## src/rtl/had_dbg_entry_ctrl_pkg.sv

```systemverilog
// Shared definitions for the debug-entry controller.
//   dbg_state_e : 2-bit FSM state encoding (IDLE/REQ/DEBUG/EXIT)
//   CAUSE_*     : 3-bit debug-entry cause codes (0 = none)
//   sel_cause   : fixed-priority encoder from request lines to cause code
package had_dbg_entry_ctrl_pkg;

  typedef enum logic [1:0] {
    ST_IDLE  = 2'd0,
    ST_REQ   = 2'd1,
    ST_DEBUG = 2'd2,
    ST_EXIT  = 2'd3
  } dbg_state_e;

  localparam logic [2:0] CAUSE_NONE  = 3'd0;
  localparam logic [2:0] CAUSE_DR    = 3'd1;
  localparam logic [2:0] CAUSE_JDB   = 3'd2;
  localparam logic [2:0] CAUSE_IBKPT = 3'd3;
  localparam logic [2:0] CAUSE_MBKPT = 3'd4;
  localparam logic [2:0] CAUSE_TRACE = 3'd5;

  // Priority, highest first: dr, jdb, ibkpt, mbkpt, trace.
  function automatic logic [2:0] sel_cause(input logic dr, input logic jdb,
                                           input logic ibkpt, input logic mbkpt,
                                           input logic trace);
    logic [2:0] c;
    c = CAUSE_NONE;
    if (trace) c = CAUSE_TRACE;
    if (mbkpt) c = CAUSE_MBKPT;
    if (ibkpt) c = CAUSE_IBKPT;
    if (jdb)   c = CAUSE_JDB;
    if (dr)    c = CAUSE_DR;
    return c;
  endfunction

endpackage

```

## src/rtl/had_dbg_tmo_cnt.sv

```systemverilog
// Acknowledge-timeout down-counter for the debug-entry controller.
//   had_clk/had_rst : clock, asynchronous active-high reset (count -> 0)
//   load/load_val   : load the timeout value (takes precedence over dec)
//   dec             : decrement by one; a count of 0 never decrements
//   expire          : count currently equals 1 (last cycle before timeout)
// A loaded value of 0 therefore never expires, which disables the timeout.
module had_dbg_tmo_cnt #(
  parameter int TMO_W = 8
) (
  input  logic             had_clk,
  input  logic             had_rst,
  input  logic             load,
  input  logic [TMO_W-1:0] load_val,
  input  logic             dec,
  output logic             expire
);

  localparam logic [TMO_W-1:0] CNT_ZERO = '0;
  localparam logic [TMO_W-1:0] CNT_ONE  = TMO_W'(1);

  logic [TMO_W-1:0] cnt_q;
  logic [TMO_W-1:0] cnt_d;

  always_comb begin
    cnt_d = cnt_q;
    if (load) begin
      cnt_d = load_val;
    end else if (dec && (cnt_q != CNT_ZERO)) begin
      cnt_d = cnt_q - CNT_ONE;
    end
  end

  always_ff @(posedge had_clk or posedge had_rst) begin
    if (had_rst) begin
      cnt_q <= CNT_ZERO;
    end else begin
      cnt_q <= cnt_d;
    end
  end

  assign expire = (cnt_q == CNT_ONE);

endmodule

```

## src/rtl/had_dbg_entry_ctrl.sv

```systemverilog
// Debug-mode entry/exit controller.
//   Inputs : had_clk, had_rst (async, active high); request levels had_dr_req,
//            had_jdb_req, had_ibkpt_req, had_mbkpt_req, had_trace_req,
//            had_exit_req; IU status iu_had_dbg_disable_for_tee,
//            iu_had_dbg_ack, iu_yy_xx_dbgon; cfg_tmo (ack timeout, 0 = none).
//   Outputs: had_iu_dbg_req (high in REQ), had_dbg_cause, had_yy_xx_dbg
//            (high in DEBUG), had_yy_xx_exit_dbg (first EXIT cycle),
//            had_dbg_tmo_err (sticky), had_dbg_busy (not IDLE),
//            had_dbg_state (current FSM state, for observation).
// Handshake: the entry request is a level held from the cycle after a source
// is seen in IDLE until iu_had_dbg_ack is sampled high (-> DEBUG) or the
// timeout expires (-> IDLE). Sources are only looked at while in IDLE.
module had_dbg_entry_ctrl
  import had_dbg_entry_ctrl_pkg::*;
#(
  parameter int TMO_W = 8
) (
  input  logic             had_clk,
  input  logic             had_rst,
  input  logic             had_dr_req,
  input  logic             had_jdb_req,
  input  logic             had_ibkpt_req,
  input  logic             had_mbkpt_req,
  input  logic             had_trace_req,
  input  logic             had_exit_req,
  input  logic             iu_had_dbg_disable_for_tee,
  input  logic             iu_had_dbg_ack,
  input  logic             iu_yy_xx_dbgon,
  input  logic [TMO_W-1:0] cfg_tmo,
  output logic             had_iu_dbg_req,
  output logic [2:0]       had_dbg_cause,
  output logic             had_yy_xx_dbg,
  output logic             had_yy_xx_exit_dbg,
  output logic             had_dbg_tmo_err,
  output logic             had_dbg_busy,
  output logic [1:0]       had_dbg_state
);

  dbg_state_e state_q, state_d;
  logic [2:0] cause_q, cause_d;
  logic       tmo_err_q, tmo_err_d;
  logic       exit_hold_q, exit_hold_d;

  logic       any_req;
  logic       cnt_load;
  logic       cnt_dec;
  logic       tmo_expire;

  assign any_req = had_dr_req | had_jdb_req | had_ibkpt_req |
                   had_mbkpt_req | had_trace_req;

  // State register (plus the few flops that travel with the state).
  always_ff @(posedge had_clk or posedge had_rst) begin
    if (had_rst) begin
      state_q     <= ST_IDLE;
      cause_q     <= CAUSE_NONE;
      tmo_err_q   <= 1'b0;
      exit_hold_q <= 1'b0;
    end else begin
      state_q     <= state_d;
      cause_q     <= cause_d;
      tmo_err_q   <= tmo_err_d;
      exit_hold_q <= exit_hold_d;
    end
  end

  // Next-state logic.
  always_comb begin
    state_d   = state_q;
    cause_d   = cause_q;
    tmo_err_d = tmo_err_q;
    case (state_q)
      ST_IDLE: begin
        if (any_req && !iu_had_dbg_disable_for_tee) begin
          state_d = ST_REQ;
          cause_d = sel_cause(had_dr_req, had_jdb_req, had_ibkpt_req,
                              had_mbkpt_req, had_trace_req);
        end
      end
      ST_REQ: begin
        // Ack is checked first so it wins over a same-cycle expiry.
        if (iu_had_dbg_ack) begin
          state_d   = ST_DEBUG;
          tmo_err_d = 1'b0;
        end else if (tmo_expire) begin
          state_d   = ST_IDLE;
          tmo_err_d = 1'b1;
          cause_d   = CAUSE_NONE;
        end
      end
      ST_DEBUG: begin
        if (had_exit_req && iu_yy_xx_dbgon) begin
          state_d = ST_EXIT;
        end
      end
      ST_EXIT: begin
        if (!iu_yy_xx_dbgon) begin
          state_d = ST_IDLE;
          cause_d = CAUSE_NONE;
        end
      end
      default: begin
        state_d = ST_IDLE;
        cause_d = CAUSE_NONE;
      end
    endcase
  end

  // Remembers that the previous cycle was already in EXIT, so the exit
  // pulse covers only the first EXIT cycle.
  assign exit_hold_d = (state_q == ST_EXIT);

  assign cnt_load = (state_q == ST_IDLE) && (state_d == ST_REQ);
  assign cnt_dec  = (state_q == ST_REQ) && !iu_had_dbg_ack;

  had_dbg_tmo_cnt #(
    .TMO_W (TMO_W)
  ) u_tmo_cnt (
    .had_clk  (had_clk),
    .had_rst  (had_rst),
    .load     (cnt_load),
    .load_val (cfg_tmo),
    .dec      (cnt_dec),
    .expire   (tmo_expire)
  );

  // Output logic.
  always_comb begin
    had_iu_dbg_req     = (state_q == ST_REQ);
    had_yy_xx_dbg      = (state_q == ST_DEBUG);
    had_yy_xx_exit_dbg = (state_q == ST_EXIT) && !exit_hold_q;
    had_dbg_busy       = (state_q != ST_IDLE);
    had_dbg_cause      = cause_q;
    had_dbg_tmo_err    = tmo_err_q;
    had_dbg_state      = state_q;
  end

endmodule

```

## config.mk

```make
export PLATFORM = sky130hd
export DESIGN_NAME = had_dbg_entry_ctrl
export DESIGN_NICKNAME = d
export VERILOG_FILES = /design/src/rtl/had_dbg_entry_ctrl_pkg.sv /design/src/rtl/had_dbg_tmo_cnt.sv /design/src/rtl/had_dbg_entry_ctrl.sv
export SDC_FILE = /design/constraint.sdc
export NUM_CORES = 1
export LEC_CHECK = 0
export ABC_AREA = 1
export BUFFER_PORTS_ARGS = -buffer_cell sky130_fd_sc_hd__buf_2
export CAP_MARGIN = 10
export CORE_MARGIN = 3
export CORE_UTILIZATION = 42
export CTS_CLUSTER_DIAMETER = 30
export DETAILED_ROUTE_END_ITERATION = 10
export HOLD_SLACK_MARGIN = 0.15
export PLACE_DENSITY = 0.71
export REMOVE_ABC_BUFFERS = 1
export SYNTH_ARGS = -nofsm -noshare
export SYNTH_HDL_FRONTEND = slang
export SYNTH_SLANG_ARGS = --single-unit
```

## constraint.sdc

```tcl
create_clock -name had_clk -period 1.5 [get_ports had_clk]
set_clock_uncertainty 0.15 [all_clocks]
set_input_delay 0.225 -clock had_clk [delete_from_list [all_inputs] [get_ports had_clk]]
set_output_delay 0.225 -clock had_clk [all_outputs]
set_load 0.01 [all_outputs]
```

==> impl_results.md, run 1 <==
* Buf/Inv on CP at 2
* Vias per std cell at 4.925
* Critical R2R Launch: u_tmo_cnt.cnt_q[4]
* Cells after DPL at 219
* Worst Setup SP: u_tmo_cnt.cnt_q[4]
* Commonest non-fill, non-tap cells in the layout: nand2_1, buf_2, nand3_1
* Flops & latches, synth at 15
* NumNets Final at 235
* Die Wd at 56.09 um
* Clk root buf: clkbuf_4
* Minimum clock period after layout at 1.490 ns
* CTS Buf Count at 3
* Vias in the first global route at 1043
* Antenna violations before repair at 0
* Synth Area in Simple Gates at between 40 and 50%
* Ant diodes at 0
* Sequential area share after synthesis at 35.63%
* Max-slew violations at 0
* WP data arrival at 1.51 ns
* Worst slew pin tran at around 0.6 ns
* Highest-delay cell along the critical path: dfrtp_1
* Critical Path, Cell by Cell: nor2_4 > nand3_4 > o21ai_4 > buf_6 > inv_6 > o21ai_2 > nand3_1
* Period utilization at 99.32%
* Final setup fails at 0
* R2R Setup Slk at 0.01 ns
* Placer Congestion at 0.7817
* HP Class: in -> reg
* Die ar. at 0.003146 mm2
* Peak supply drop at 1136 uV
* FP Rows at 17
* Total core area at around 0.0023 mm2
* Worst r2r path cells at 7
* Global Route Usage Sum at 17.14%
* Final ANT Viol Nets at 0
* Fin Hold WS at 0.1698 ns
* CTS sink count at 15
* CP Capture Point: u_tmo_cnt.cnt_q[4]
* Area grow syn2layout at 53.44%
* Ports at 29
* Worst Setup End Kind: flip-flop
* Reg2reg end: u_tmo_cnt.cnt_q[4]
* Pwr Density at 1848 mW/mm2
* Critical path fanouts, max at 5
* Number of library cell types mapped by synthesis at 24
* Mapped cell area at roughly 0.0011 mm2
* Final Instance Count excl. Fillers at 240
* Wire length of the first global-routing pass at 4312 um
* Hold Crit Start: had_jdb_req
* DP HPWL at 2017 um
* Synth Area in Compound Gates at 7.245%
* Top cell family by delay on the critical path: flip-flops
* Worst-Skew Late Latency at 0.29 ns
* Cell count along the critical path at 7
* Clock Path Buffers at 2
* Outcome: complete, no violations
* WL/cell at 11.97 um
* Relative slew margins at 60.58%
* Grt ovf at 0
* Chip height at 56.09 um
* RSZ-0062 raised after global routing: true
* Most common cell after layout, fill and taps aside: nand2_1
* Pin count of the biggest net entering global routing at 16
* CP required at 1.52 ns
* Total Power at 0.002988 W
* Mux share of post-synthesis cell area at 0%
* Largest family of logic cells by synthesized area: simple AND/OR/NAND/NOR gates
* Remaining DRCs at 0
* Synth Area in XOR/XNOR at 0%
* CP startpoint kind: flip-flop
* Adder-cell share of the synthesized area at approximately 3.6%
* Leak at around 0.87 nW
* H-tree depth at 1
* Final hold vios at 0
* Initial DRC count at 18
* I/O Buffers at 28
* Crit Path Category: reg -> reg
* Share of layout cells above drive strength 1 at around 43%
* Fmax at 0.6712 GHz
* Via Count at 1182
* Max cap viols at 0
* Pre-Repair DR Iteration Count at 4
* Reg clk slew, reported paths at 0.10 ns
* Syn Inst Count at 151
* Avg Cell Area, Syn at approximately 7 um2
* WL final at 2872 um
* YS warnings at 0
* Max incr delay on CP at about 0.42 ns
* CTS tree: done
* Initial core utilization at 45.86%
metrics by stage:
step	TNS (ns)	utilization (%)	cell area, um2	setup slack, ns
2_1_floorplan	-0.07231	-	1042	-0.02651
3_3_place_gp	0	57.24	1315	0.05567
3_5_place_dp	-0.008780	57.24	1315	-0.006626
4_1_cts	-0.07259	64.22	1475	-0.02348
5_1_grt	-0.5779	70.37	1617	-0.07458
6_report	0	70.37	1617	0.01014
worst register-to-register path, cell delays in order (launching register included):
cell and delay, ns:
dfrtp_1 0.42, nor2_4 0.17, nand3_4 0.12, o21ai_4 0.19, buf_6 0.15, inv_6 0.04, o21ai_2 0.04, nand3_1 0.09
power breakdown:
part,switching (W),leakage [nW],total [W],internal [W]
Sequential,0.000166,0.187,0.000757,0.000591
Combinational,0.00111,0.672,0.00199,0.000879
Clock,0.000141,0.0150,0.000244,0.000103
Total,0.00141,0.875,0.00299,0.00157
Yosys cell counts:
library cell | n | share of area (%)
nand2_1 | 36 | 13
nand3_1 | 22 | 10
inv_1 | 21 | 7.5
nor2_1 | 21 | 7.5
dfrtp_1 | 15 | 36
o21ai_0 | 5 | 2.4
ha_1 | 3 | 3.6
inv_2 | 3 | 1.1
nand2_2 | 3 | 1.8
nor2_4 | 3 | 3.2
a21oi_1 | 2 | 0.95
nand4_1 | 2 | 1.2
nor2_2 | 2 | 1.2
o21ai_2 | 2 | 1.7
or2_2 | 2 | 1.2
a21boi_0 | 1 | 0.71
a21oi_2 | 1 | 0.83
buf_6 | 1 | 1.1
inv_4 | 1 | 0.59
nand3_2 | 1 | 0.95
nand3_4 | 1 | 1.7
nand3b_1 | 1 | 0.71
nor3b_1 | 1 | 0.71
o21bai_1 | 1 | 0.71
cells by family after synthesis:
family | Yosys count
AO/OA/AOI/OAI | 12
flip-flops | 15
AND/OR/NAND/NOR | 95
buffers and inverters | 26
adder cells (fa/ha/maj) | 3
layout make-up:
class | instances | area, um2
Fill cell | 193 | 680.7
Multi-Input combinational cell | 110 | 649.4
Timing Repair Buffer | 58 | 429.2
Sequential cell | 15 | 377.9
Inverter | 25 | 98.84
Tap cell | 28 | 35.03
Clock buffer | 4 | 26.28
routing by layer:
metal	GRT usage (%)	up-vias	share of wire [%]
met5	0	-	0
met4	6.102	0	1.1
met3	2.320	5	5.3
met2	28.71	31	50
met1	22.36	551	44
li1	-	595	-
registers in the layout (all words and copies together) (netlist names):
| signal | flops |
|---|---|
| u_tmo_cnt.cnt_q | 8 |
| exit_hold_q | 1 |
| had_dbg_tmo_err | 1 |
| had_dbg_state | 2 |
| had_dbg_cause | 3 |
worst min path at each step:
stage / depth (start not counted) / slack [ns] / end
2_1_floorplan: 1 / -0.02 / exit_hold_q
3_5_place_dp: 2 / 0.18 / exit_hold_q
4_1_cts: 4 / 0.11 / had_dbg_state[0]
5_1_grt: 6 / 0.19 / had_dbg_cause[0]
3_3_place_gp: 2 / 0.17 / exit_hold_q
6_report: 6 / 0.17 / had_dbg_cause[0]
repair_timing:
| item | in CTS | in global routing |
|---|---|---|
| hold endpoints to repair | 26 | 1 |
| resized for setup | 7 | 34 |
| setup buffers | 1 | 4 |
| pin swaps | 2 | 12 |
| setup endpoints to repair | 6 | 15 |
| hold buffers | 11 | 1 |
No activity file was read; power rests on OpenSTA's default activity.
==> run 2, diff against run 1 <==
Settings changed: MAX_ROUTING_LAYER set to met4, PLACE_DENSITY 0.71 to 0.68.
Clock period 1.5 ns to 1.8 ns, I/O delays scaled along.
==> run 2 against run 1 <==
Flip-flop and latch count stayed put. Clock power is 20% lower. Critical path depth is 4 lower. Worst setup slack better by 0.16 ns. First-iteration DRC count is 130% higher. Cell count is 7.5% lower. Cell area is 16% lower.
==> impl_results.md, run 2 (synthesis gave the netlist of run 1 again) <==
* WP data arrival at 1.21 ns (-0.30 ns)
* Via Count at 1097 (-7.2%)
* Layout fillers at 222 (+15%)
* Commonest non-fill, non-tap cells in the layout: nand2_1, buf_2, nand3_1
* Peak supply drop at 862.1 uV (-24%)
* Pre-CTS setup slack at 0.2525 ns (+0.2591 ns)
* Pre-Repair DR Iteration Count at 4 (unchanged)
* Initial DRC count at 42 (+24)
* DP HPWL at 1939 um (-3.9%)
* Crit Path Category: reg -> out
* Worst Setup End Kind: output pin
* PostCTS Resize Cnt at 0 (-7)
* Chip height at 56.09 um (unchanged)
* WL final at 2518 um (-12%)
* RSZ-0062 raised after global routing: false
* Clk root buf: clkbuf_4
* Most common cell after layout, fill and taps aside: nand2_1
* Hold buffers post-CTS at 9 (-2)
* Relative slew margins at 59.71% (-0.87 points)
* Worst Setup SP: had_dbg_state[0]
* Final hold vios at 0 (unchanged)
* Grt ovf at 0 (unchanged)
* Global Route Usage Sum at 17.73% (+0.60 points)
* Period utilization at 90.28%
* Wire length of the first global-routing pass at 4429 um (+2.7%)
* CP Capture Point: had_dbg_busy
* Total Power at 0.001961 W (-34%)
* Vias in the first global route at 1053 (+0.96%)
* H-tree depth at 1 (unchanged)
* Outcome: complete, no violations
* Worst slew pin tran at 0.6037 ns (+0.01305 ns)
* Antenna violations before repair at 0 (unchanged)
* Total core area at 0.002297 mm2 (unchanged)
* Max-slew violations at 0 (unchanged)
* Ports at 29 (unchanged)
* Final setup fails at 0 (unchanged)
* Pwr Density at 1446 mW/mm2 (-22%)
* Die ar. at 0.003146 mm2 (unchanged)
* Vias per std cell at 4.941 (+0.33%)
* FF+latch area at 375.4 um2 (-0.66%)
* Minimum clock period after layout at about 1.6 ns
* Die Wd at 56.09 um (unchanged)
* HP Class: in -> reg
* Final ANT Viol Nets at 0 (unchanged)
* CTS Buf Count at 3 (unchanged)
* Critical path fanouts, max at 7 (+2)
* Multi-input logic area at 570.5 um2 (-12%)
* R2R Setup Slk at 0.24 ns (+0.23 ns)
* M1 WL at 1196 um (-4.9%)
* I/O Buffers at 28 (unchanged)
* Pin count of the biggest net entering global routing at 16 (unchanged)
* Reg2reg end: u_tmo_cnt.cnt_q[3]
* Initial core utilization at 45.86% (unchanged)
* WL/cell at 11.34 um (-5.2%)
* WL met3 at 144 um (-4.6%)
* NumNets Final at 217 (-7.7%)
* CTS tree: done
* Share of layout cells above drive strength 1 at 27.32% (-16 points)
* Reg with most FFs: u_tmo_cnt.cnt_q
* Leak at 0.7601 nW (-13%)
* Max reg flops at 8 (unchanged)
* Remaining DRCs at 0 (unchanged)
* Reg clk slew, reported paths at 0.09 ns (about the same)
* Top sig layer: met4
* Area grow syn2layout at 28.74%
* Clock Path Buffers at 2 (unchanged)
* Ant diodes at 0 (unchanged)
* Placer Congestion at 0.7908 (+1.2%)
* Critical R2R Launch: u_tmo_cnt.cnt_q[0]
* Final setup margin at 0.1750 ns (+0.1649 ns)
* WL met2 at 1162 um (-19%)
* CP required at 1.38 ns (-0.14 ns)
* CP startpoint kind: flip-flop
* Setup bufs post-CTS at 0 (-1)
* FP Rows at 17 (unchanged)
* Worst r2r path cells at 8 (+1)
* CTS sink count at 15 (unchanged)
* Max cap viols at 0 (unchanged)
* Post-Route Setup TNS at 0 ns (unchanged)
* Worst-Skew Late Latency at 0.28 ns (about the same)
* Fmax at 0.6154 GHz
==> run 2: cell types whose count changed in the layout (fill, tap and decap cells not counted), sizes merged <==
| cell | delta |
|---|---|
| buf | -15 |
| dlygate4sd3 | -3 |
==> run 2: worst max-delay path, stage by stage, from the launching register on <==
cell and delay [ns]:
dfrtp_1 0.48, nor2_2 0.22, inv_2 0.08, buf_2 0.14
==> run 2: worst min-delay path by stage <==
stage | startpoint | end | slack [ns] | depth (start not counted)
2_1_floorplan | had_rst | exit_hold_q | 0.02 | 1
3_3_place_gp | had_rst | exit_hold_q | 0.21 | 2
3_5_place_dp | had_rst | u_tmo_cnt.cnt_q[6] | 0.22 | 2
4_1_cts | iu_had_dbg_ack | had_dbg_state[0] | 0.17 | 4
5_1_grt | iu_had_dbg_ack | had_dbg_state[0] | 0.19 | 4
6_report | iu_had_dbg_ack | had_dbg_state[0] | 0.17 | 4
==> run 2: final cells by class <==
type	instances	share of cell area, %
clock buffers	4	1.937
repair buffers	40	18.63
inverters	25	7.103
flip-flops and latches	15	27.68
multi-input cells	110	42.07
well taps	28	2.583
==> run 2: power breakdown <==
| group | internal [W] | leakage (nW) | switching, W |
|---|---|---|---|
| sequential | 0.000488 | 0.189 | 0.000173 |
| clock | 0.0000860 | 0.0150 | 0.000110 |
| combinational | 0.000431 | 0.556 | 0.000673 |
| total | 0.00101 | 0.760 | 0.000956 |
==> run 2: metrics by stage <==
step           util [%]  hold slack (ns)  area, um2  instances
2_1_floorplan         -          0.02148       1042        150
3_3_place_gp      53.98           0.2125       1240        209
3_5_place_dp      53.98           0.2203       1240        209
4_1_cts           59.04           0.1683       1356        222
5_1_grt           59.04           0.1947       1356        222
6_report          59.04           0.1690       1356        222
==> run 2: layer usage <==
layer  vias up  GRT usage (%)
met2        31          28.88
li1        561              -
met1       503          22.27
met4         0          4.068
met3         2          4.176
met5         -              -
==> run 3, diff against run 2 <==
Settings changed: SYNTH_HIERARCHICAL set to 1.
==> run 3 against run 2 <==
Cell area rose by 4.2%. Register-to-register slack got worse by 0.08 ns. Critical path depth rose by 7. First-iteration DRC count fell by 9.5%. Clock power barely moved. Synthesized cell count did not move. Count of clock-buffer cells in the layout fell by 1. Global-route usage fell by 0.14 points. Worst setup slack got worse by 0.096 ns. Hold slack got worse by 0.0099 ns. Fmax fell by 5.6%. Synthesized area rose by 3.1%. Critical path type is now in -> reg.
==> impl_results.md, run 3 <==
* WL/cell at 11.40 um (+0.52%)
* Critical Path, Cell by Cell: dlygate4sd3_1 > buf_2 > inv_1 > nand3_1 > nand2_2 > nor2_4 > inv_2 > or2_2 > nand3_2 > nand2_2
* EDFF count, synth at 0 (unchanged)
* R2R Setup Slk at 0.16 ns (-0.08 ns)
* Critical R2R Launch: u_tmo_cnt/cnt_q[1]
* Critical path fanouts, max at 6 (-1)
* Leak at 0.7642 nW (+0.54%)
* CTS Buf Count at 3 (unchanged)
* Global Route Usage Sum at 17.59% (-0.14 points)
* Max cap viols at 0 (unchanged)
* Max incr delay on CP at 0.54 ns (+0.06 ns)
* Min-Delay Path Depth at 3 (-1)
* WL final at 2531 um (+0.52%)
* Chip height at 56.85 um (+1.4%)
* Pre-Repair DR Iteration Count at 4 (unchanged)
* Ranking of synthesized cells by area: dfrtp_1, nand2_1, inv_1, nand3_1, nor2_1
* Syn Inst Count at 151 (unchanged)
* Placed cell area at 0.001265 mm2 (+2.0%)
* Most common cell after layout, fill and taps aside: nand2_1
* Fmax at 0.5809 GHz (-5.6%)
* FF+latch area at 375.4 um2 (unchanged)
* End of the worst hold path: had_dbg_state[1]
* WP data arrival at 1.76 ns (+0.55 ns)
* Wire length of the first global-routing pass at 4353 um (-1.7%)
* Worst slew pin tran at 0.3485 ns (-0.2552 ns)
* FP Rows at 17 (unchanged)
* WL met2 at 1247 um (+7.3%)
* Worst-Skew Late Latency at 0.29 ns (about the same)
* Relative slew margins at 76.74% (+17 points)
* WL met3 at 139 um (-3.5%)
* Reg2reg end: had_dbg_cause[1]
* Total Power at 0.002128 W (+8.5%)
* M1 WL at 1129 um (-5.6%)
* Die ar. at 0.003232 mm2 (+2.7%)
* Max reg flops at 8 (unchanged)
* Max-slew violations at 0 (unchanged)
* Highest-delay cell along the critical path: dlygate4sd3_1
* Flops & latches, synth at 15 (unchanged)
* Cells after DPL at 208 (-0.48%)
* Layout fillers at 230 (+3.6%)
* Top-count cell post-synth: nand2_1
* CP dominant cell by count: nand2_2
* Core Util, Final at 60.43% (+1.4 points)
* Worst r2r path cells at 9 (+1)
* CP required at 1.83 ns (+0.45 ns)
* Area grow syn2layout at 30.18%
* CTS sink count at 15 (unchanged)
* Crit Path Category: in -> reg
* Reg with most FFs: u_tmo_cnt/cnt_q
* Pin count of the biggest net entering global routing at 13 (-3)
* Synth area leader: dfrtp_1
* H-tree depth at 1 (unchanged)
* Hold Crit Start: iu_had_dbg_ack
* Period utilization at 95.64% (+5.4 points)
* CP startpoint kind: input port
* Antenna violations before repair at 0 (unchanged)
* Avg Cell Area, Syn at 7.192 um2 (+3.1%)
* Mapped cell area at 0.001086 mm2 (+3.1%)
* CTS tree: done
* Clock Path Buffers at 2 (unchanged)
* Commonest non-fill, non-tap cells in the layout: nand2_1, buf_2, inv_1
* Commonest cells in the netlist: nand2_1, inv_1, dfrtp_1
* Die Wd at 56.85 um (+1.4%)
* Final setup fails at 0 (unchanged)
* NumNets Final at 217 (unchanged)
* Peak supply drop at 865.1 uV (+0.35%)
* Top sig layer: met4
* Worst Setup End Kind: flip-flop
* Sequential area share after synthesis at 34.56% (-1.1 points)
* Top FF cell, synth: dfrtp_1
* Pwr Density at 1505 mW/mm2 (+4.1%)
* Final ANT Viol Nets at 0 (unchanged)
* Final Instance Count excl. Fillers at 222 (unchanged)
* Grt ovf at 0 (unchanged)
* Outcome: complete, no violations
* Total core area at 0.002340 mm2 (+1.9%)
* Initial core utilization at 46.42% (+0.56 points)
* Fraction of registers with async set/reset at 100.0% (unchanged)
* I/O Buffers at 28 (unchanged)
* Via Count at 1063 (-3.1%)
* DP HPWL at 1897 um (-2.2%)
* Minimum clock period after layout at 1.721 ns (+0.09644 ns)
* Placer Congestion at 0.8914 (+13%)
* Final hold vios at 0 (unchanged)
* Initial DRC count at 38 (-9.5%)
* HP Class: in -> reg
* Share of layout cells above drive strength 1 at 34.54% (+7.2 points)
* YS warnings at 6 (+6)
* Ant diodes at 0 (unchanged)
* Fin area at 0.001414 mm2 (+4.2%)
* Reg clk slew, reported paths at 0.10 ns (about the same)
* Remaining DRCs at 0 (unchanged)
* Vias in the first global route at 992 (-5.8%)
* Vias per std cell at 4.788 (-3.1%)
* Number of library cell types mapped by synthesis at 24 (unchanged)
* Share of the synthesized area in the top cell type at 34.56% (-1.1 points)
* Worst Setup SP: had_dr_req
* Clk root buf: clkbuf_4
* Multi-input logic area at 611.8 um2 (+7.2%)
* Ports at 29 (unchanged)
-- run 3: cell types whose count changed in the layout (fill, tap and decap cells not counted), sizes merged, moves of 2 or more --
cell	change
nor3	+2
a21oi	-2
nand2	+12
nand3	-6
nand4	-2
nor2	-8
o21ai	+3
-- run 3: metrics by stage --
step                hold slack, ns  setup TNS, ns  setup slack, ns
detailed placement         0.08267              0          0.07360
global route                0.1734       -0.01105         -0.01105
floorplan                 -0.07660         -1.187          -0.2527
CTS                         0.1504              0          0.01201
global placement           0.07512              0           0.1604
finish                      0.1591              0          0.07856
-- run 3: kinds of logic (layout without fill, tap and decap cells) --
group           count (synthesis)  in the layout  share of synthesized area (%)
compound gates                 13             13                          9.217
xor+xnor                        1              1                         0.8066
fa+ha+maj                       3              3                          3.457
buf+inv                        27             70                          10.71
flops                          15             15                          34.56
simple gates                   92             92                          41.24
-- run 3: routing by layer --
metal  track usage, %  up-vias
met5                -        -
met2            29.54       26
met1            21.86      481
li1                 -      554
met4            2.649        0
met3            4.368        2
-- run 3: layout make-up --
cell class | count | share of cell area [%]
clock buffer | 3 | 1.593
clock inverter | 1 | 0.3540
inverter | 24 | 6.372
multi-input combinational | 109 | 43.27
sequential | 15 | 26.55
tap | 28 | 2.478
timing repair buffer | 42 | 19.38
-- run 3: critical path, delay by kind of cell --
| kind | cells | cell delay [ns] |
|---|---|---|
| AND/OR/NAND/NOR | 6 | 0.69 |
| buffers and inverters | 4 | 0.80 |
-- run 3: worst max path at each step --
stage / to / slack [ns] / depth (start not counted)
final: u_tmo_cnt/cnt_q[7] / 0.08 / 10
after global routing: u_tmo_cnt/cnt_q[3] / -0.01 / 12
after CTS: u_tmo_cnt/cnt_q[4] / 0.01 / 10
after detailed placement: u_tmo_cnt/cnt_q[4] / 0.07 / 7
after global placement: u_tmo_cnt/cnt_q[4] / 0.16 / 7
after floorplan: u_tmo_cnt/cnt_q[7] / -0.25 / 7
-- run 3: what timing repair did --
item,CTS,global route
buffers inserted,0,0
endpoints found under the hold margin,24,0
hold buffers,10,0
setup endpoints to repair,0,11
gates resized for setup,0,8
-- run 3: where the power goes --
group / switching, W / internal, W / leakage (nW)
clock network: 0.000115 / 0.0000826 / 0.0177
registers: 0.000139 / 0.000489 / 0.190
logic: 0.000783 / 0.000518 / 0.557
total: 0.00104 / 0.00109 / 0.764
